## src/rtl/freq_sched.sv

```systemverilog
// freq_sched: shares one frequency-count block between two symbol sources.
// Arbitrates round-robin per block, drives the counter's start/data/start_done
// handshake, caps each block at MAX_LEN counted symbols, and holds off the next
// block until the coding stage signals cod_done.
//
// Ports:
//   clk, rst_n                      clock, asynchronous active-low reset
//   sX_req/valid/data/last (X=0,1)  source session request and symbol stream
//   sX_ready, sX_gnt                per-source accept strobe and session grant
//   fc_start, fc_data, fc_start_done  frequency-counter protocol (fc_data=4'hF when idle)
//   cod_done                        coding stage consumed the counts
//   busy                            a session is in progress
//   sym_err, trunc_err              illegal-symbol / block-truncation pulses
module freq_sched #(
   parameter int unsigned MAX_LEN = 255
) (
   input  logic       clk,
   input  logic       rst_n,
   input  logic       s0_req,
   input  logic       s0_valid,
   input  logic [3:0] s0_data,
   input  logic       s0_last,
   output logic       s0_ready,
   output logic       s0_gnt,
   input  logic       s1_req,
   input  logic       s1_valid,
   input  logic [3:0] s1_data,
   input  logic       s1_last,
   output logic       s1_ready,
   output logic       s1_gnt,
   output logic       fc_start,
   output logic [3:0] fc_data,
   output logic       fc_start_done,
   input  logic       cod_done,
   output logic       busy,
   output logic       sym_err,
   output logic       trunc_err
);

   typedef enum logic [2:0] {IDLE, START, STREAM, DRAIN, WAIT_CODE} state_t;

   // Length value at which the current accept is the last one counted.
   localparam logic [7:0] LEN_LAST = 8'(MAX_LEN - 1);

   state_t     state, state_nx;
   logic       gnt_id, gnt_nx;
   logic       last_gnt, last_gnt_nx;
   logic [7:0] len, len_nx;

   logic       sel_valid, sel_last, ready_int, accept;
   logic [3:0] sel_data;

   // Granted source's stream, selected once so the FSM is source-agnostic.
   assign sel_valid = gnt_id ? s1_valid : s0_valid;
   assign sel_last  = gnt_id ? s1_last  : s0_last;
   assign sel_data  = gnt_id ? s1_data  : s0_data;

   always_ff @(posedge clk or negedge rst_n) begin
      if (!rst_n) begin
         state    <= IDLE;
         gnt_id   <= 1'b0;
         last_gnt <= 1'b1;
         len      <= '0;
      end else begin
         state    <= state_nx;
         gnt_id   <= gnt_nx;
         last_gnt <= last_gnt_nx;
         len      <= len_nx;
      end
   end

   always_comb begin
      state_nx      = state;
      gnt_nx        = gnt_id;
      last_gnt_nx   = last_gnt;
      len_nx        = len;
      ready_int     = 1'b0;
      accept        = 1'b0;
      fc_start      = 1'b0;
      fc_data       = 4'hF;
      fc_start_done = 1'b0;
      trunc_err     = 1'b0;
      case (state)
         IDLE: begin
            if (s0_req || s1_req) begin
               // Tie goes to the source not granted last; last_gnt resets to 1 so S0 wins first.
               gnt_nx      = (s0_req && s1_req) ? ~last_gnt : s1_req;
               last_gnt_nx = gnt_nx;
               len_nx      = '0;
               state_nx    = START;
            end
         end
         START: begin
            fc_start = 1'b1;
            state_nx = STREAM;
         end
         STREAM: begin
            ready_int = 1'b1;
            if (sel_valid) begin
               accept  = 1'b1;
               fc_data = sel_data;
               len_nx  = len + 8'd1;
               if (sel_last) begin
                  fc_start_done = 1'b1;
                  state_nx      = WAIT_CODE;
               end else if (len == LEN_LAST) begin
                  fc_start_done = 1'b1;
                  trunc_err     = 1'b1;
                  state_nx      = DRAIN;
               end
            end
         end
         DRAIN: begin
            // Remainder of an over-long block is consumed but never forwarded.
            ready_int = 1'b1;
            if (sel_valid) begin
               accept = 1'b1;
               if (sel_last) state_nx = WAIT_CODE;
            end
         end
         WAIT_CODE: begin
            if (cod_done) state_nx = IDLE;
         end
         default: state_nx = IDLE;
      endcase
   end

   assign busy     = (state != IDLE);
   assign s0_gnt   = busy & ~gnt_id;
   assign s1_gnt   = busy &  gnt_id;
   assign s0_ready = ready_int & ~gnt_id;
   assign s1_ready = ready_int &  gnt_id;
   assign sym_err  = accept & (sel_data > 4'd9);

endmodule

```

## config.mk

```make
export PLATFORM = sky130hd
export DESIGN_NAME = freq_sched
export DESIGN_NICKNAME = d
export VERILOG_FILES = /design/src/rtl/freq_sched.sv
export SDC_FILE = /design/constraint.sdc
export NUM_CORES = 1
export LEC_CHECK = 0
export CAP_MARGIN = 20
export CORE_MARGIN = 2
export CORE_UTILIZATION = 58
export CTS_BUF_LIST = sky130_fd_sc_hd__clkbuf_4
export DETAILED_ROUTE_END_ITERATION = 16
export DONT_BUFFER_PORTS = 1
export PLACE_DENSITY = 0.82
export SLEW_MARGIN = 20
export SYNTH_ARGS = -nofsm -noshare
export SYNTH_HDL_FRONTEND = slang
export SYNTH_SLANG_ARGS = --single-unit
```

## constraint.sdc

```tcl
create_clock -name clk -period 1.65 [get_ports clk]
set_clock_uncertainty 0.2 [all_clocks]
set_input_delay 0.165 -clock clk [delete_from_list [all_inputs] [get_ports clk]]
set_output_delay 0.165 -clock clk [all_outputs]
set_load 0.01 [all_outputs]
```

==> impl_metrics.py, run 1 <==
metrics = {
    "logic_synthesis": {
        "synth_top_area_share_pct": 35.2,
        "ys.flop_type": "dfrtp_1",
        "ys_warn_count": 0,
        "async_reset_ff_share_pct": 100,
        "synth.avg_cell_area_um2": 9.06,
        "synth-seq-cells": 13,
        "synth_largest_area_cell": "dfrtp_1",
        "synth_area_um2": 852,
        "syn_inst": 94,
        "synth_nets": 113,
        "yosysSeqAreaShare_pct": 38.3,
        "synth_cell_types": 35,
        "ys_top_cells_by_area": "dfrtp_1, mux2i_1, nand2_1",
        "synth_edf_count": 0,
    },
    "place": {
        "io_buffers": 0,
        "place_hpwl_um": 1630,
        "globalplace.congestion": 0.889,
        "place_inst": 130,
    },
    "die": {
        "die_y_um": 42.3,
        "num_io_pins": 30,
        "start_util_pct": 63.9,
        "rows": 13,
        "dieWidth_um": 42.3,
    },
    "clock_tree": {
        "clock_path_buffers": 2,
        "numCtsBuffers": 3,
        "htreeDepth": 1,
        "cts_num_sinks": 13,
        "cts_root_buf": "clkbuf_4",
    },
    "sta": {
        "worst-ep-kind": "primary output",
        "worstEndpointGrtRepair": "trunc_err",
    },
    "outcome": {
        "lastStage": "global routing",
        "status": "aborted with a tool error",
        "error": "[ERROR DPL-0038] Utilization greater than 100%, impossible to legalize",
    },
    "global_routing": {
        "grt_max_degree": 14,
    },
}
cells in the mapped netlist (2+ instances only):
cell type	count
a21oi_1	4
and2_1	3
dfrtp_1	12
ha_1	2
inv_1	4
mux2i_1	5
nand2_1	10
nand3_1	6
nand4_1	2
nor2_1	9
nor3_1	2
o211ai_1	4
o21a_1	2
o21ai_0	5
o31ai_1	3
xor2_1	2
stage by stage:
stage / area, um2 / setup slack (ns) / TNS, ns / utilization [%]
after global placement: 1040 / -0.00974 / -0.0154 / 77.8
after CTS: 1310 / -0.226 / -1.42 / 98.1
after floorplan: 857 / 0.0119 / 0 / -
after detailed placement: 1040 / -0.0652 / -0.210 / 77.8
timing repair:
action | in CTS
hold buffers | 4
setup buffers | 10
pin swaps | 7
endpoints found under the hold margin | 22
resized for setup | 34
setup endpoints to repair | 19
cells by family after synthesis:
| family | share of synthesized area (%) |
|---|---|
| simple gates | 25.6 |
| mux | 7.64 |
| compound gates | 21.3 |
| buf+inv | 2.20 |
| xor+xnor | 2.06 |
| fa+ha+maj | 2.94 |
| flops | 38.3 |
==> run 2: changes to the inputs <==
- CORE_AREA: default -> 2 2 63 65
- CORE_MARGIN: 2 -> default
- CORE_UTILIZATION: 58 -> default
- CTS_BUF_LIST: sky130_fd_sc_hd__clkbuf_4 -> default
- DIE_AREA: default -> 0 0 65 67
- PLACE_DENSITY: 0.82 -> default
- PLACE_DENSITY_LB_ADDON: default -> 0.15
- clock period: 1.65 -> 2.15 ns (I/O delays scaled with it)
==> impl_metrics.py, run 2 <==
metrics = {
    "logic_synthesis": {
        "yosysMostFrequentCell": "dfrtp_1",
        "syn_inst": 94,
        "async_reset_ff_share_pct": 100,
        "synth-seq-cells": 13,
        "synth_cell_types": 35,
        "yosysSeqAreaShare_pct": 38.3,
        "synth_top_area_share_pct": 35.2,
        "synth_edf_count": 0,
        "ys_warn_count": 0,
        "synth_nets": 113,
        "synthTopCellsByCount": "dfrtp_1, nand2_1, nor2_1",
        "synth.avg_cell_area_um2": 9.06,
        "synth_area_um2": 852,
        "ys_top_cells_by_area": "dfrtp_1, mux2i_1, nand2_1",
        "synth_largest_area_cell": "dfrtp_1",
        "ys.flop_type": "dfrtp_1",
    },
    "cells_and_area": {
        "fin_cells": 155,
        "nets": 127,
        "syn2layout_area_growth_pct": 22.5,
        "top_register": "len",
        "largest_reg_flops": 8,
        "final_core_util_pct": 28.9,
        "num-fill-cells": 386,
        "layout_commonest_cell": "dfrtp_1",
        "layout-drive-gt1-share_pct": 17.8,
        "layout_common_cells": "dfrtp_1, nand2_1, nor2_1, nand3_1, buf_4",
        "diodes": 0,
        "reg.largest.list": "len: 8 flops, state: 3 flops",
    },
    "die": {
        "dieWidth_um": 65,
        "rows": 22,
        "start_util_pct": 23.6,
        "num_io_pins": 30,
        "die_y_um": 67,
        "core_area_mm2": 0.00361,
        "die_area_mm2": 0.00436,
    },
    "sta": {
        "rsz0062_at_grt": "false",
        "setup_viol": 0,
        "fin_crit_ns": 2.00,
        "finalSetupTns_ns": 0,
        "worst-slew-pin-transition_ns": 0.633,
        "hold_viol": 0,
        "slew_headroom_pct": 57.6,
        "timing.final.crit_share_pct": 93.2,
        "max_freq_mhz": 499,
        "timing.final.ws_setup_ns": 0.145,
        "slew_viol_final": 0,
    },
    "clock_tree": {
        "htreeDepth": 1,
        "cts_root_buf": "clkbuf_8",
        "cts_tree": "built",
        "cts_num_sinks": 13,
        "numCtsBuffers": 3,
        "clock_path_buffers": 2,
        "clk_pin_slew_ns": 0.06,
        "clkLatencyLatePin_ns": 0.24,
    },
    "global_routing": {
        "grt_max_degree": 14,
        "grt_antenna_before_repair": 0,
        "grt_pass1_wl_um": 3470,
        "grt_overflow": 0,
        "grt_pass1_vias": 741,
        "grt_usage_pct": 10.8,
    },
    "outcome": {
        "status": "completed",
    },
    "power_and_ir_drop": {
        "cellPowerDensity_mw_per_mm2": 1220,
        "p_leak_nw": 0.419,
        "max-vdd-ir-drop_uv": 279,
    },
    "worst_setup_path": {
        "regToRegEndpoint": "last_gnt$_DFFE_PN1P_",
        "worstSetupPathType": "reg -> reg",
        "path_max_fanout": 7,
        "cp.arrival_ns": 1.99,
        "r2r_setup_slack_ns": 0.15,
        "ff2ff_path_depth": 5,
        "worstPathRequired_ns": 2.14,
        "setup.worst_path.end_class": "register",
        "crit_path_start": "state[2]$_DFFE_PN0P_",
        "r2r-start": "state[2]$_DFFE_PN0P_",
        "start_kind": "register",
        "setup.worst_path.end": "last_gnt$_DFFE_PN1P_",
    },
    "detailed_routing": {
        "routed_via_density": 4.79,
        "drt_iter0_drc": 25,
        "drc": 0,
        "dr.pass1.iters": 4,
        "routed_wl_um": 2150,
        "vias": 743,
        "avgRoutedWirePerCell_um": 13.9,
        "ant_nets": 0,
    },
    "place": {
        "place_hpwl_um": 1670,
        "place_inst": 146,
        "preCtsSetupSlack_ns": 0.310,
        "io_buffers": 0,
        "globalplace.congestion": 0.757,
    },
    "flow_run": {
        "drv_cap": 0,
    },
    "worst_hold_path": {
        "min_path_type": "in -> reg",
    },
}
## run 2: logic make-up after synthesis
group	synth area share [%]
AO/OA/AOI/OAI	21.3
XOR/XNOR	2.06
adder cells (fa/ha/maj)	2.94
buffers and inverters	2.20
flip-flops	38.3
multiplexers	7.64
AND/OR/NAND/NOR	25.6
## run 2: stage by stage
stage          hold WS (ns)  power, mW  instance area, um2
2_1_floorplan        -0.281      0.838                 852
3_3_place_gp         -0.280       1.01                 946
3_5_place_dp         -0.280       1.01                 946
4_1_cts             0.00734       1.28                1030
5_1_grt              0.0535       1.39                1040
6_report             0.0144       1.28                1040
## run 2: power breakdown
part	switching (mW)	internal, mW
logic	0.353	0.293
registers	0.0937	0.313
clock network	0.0918	0.131
## run 2: final cells by class
class	instances	area, um2	share of cell area (%)
tap	48	60.1	5.76
timing repair buffer	10	85.1	8.15
inverter	4	15.0	1.44
multi-input combinational	76	512	49.0
clock buffer	4	45.0	4.32
sequential	13	327	31.3
## run 2: worst min-delay path by stage
stage,startpoint,to,depth (start not counted)
floorplan,rst_n,gnt_id$_DFFE_PN0P_,0
global placement,rst_n,state[1]$_DFFE_PN0P_,0
detailed placement,rst_n,state[1]$_DFFE_PN0P_,0
CTS,cod_done,state[2]$_DFFE_PN0P_,3
global route,cod_done,state[2]$_DFFE_PN0P_,3
finish,cod_done,state[2]$_DFFE_PN0P_,3
## run 2: timing repair
item,CTS,global route
hold endpoints to repair,15,0
hold buffers,4,0
resized for setup,0,1
setup endpoints to repair,0,3
setup buffers,0,1
## run 2: metal layers
layer  wire length [um]  share of wire [%]  vias up  track usage [%]
li1                   -                  -      375                -
met1                976                 45      350             12.6
met2               1040                 48       15             17.5
met3                104                4.8        3             3.04
met4                 27                1.3        0             6.38
met5                  0                  0        -                0
## run 2: worst max-delay path, cell delays in order (launching register included)
cell,delay (ns)
dfrtp_1,0.47
nor3_2,0.31
buf_4,0.20
a21oi_1,0.07
a31oi_1,0.13
dlygate4sd3_1,0.56
No activity file was read; power rests on OpenSTA's default activity.
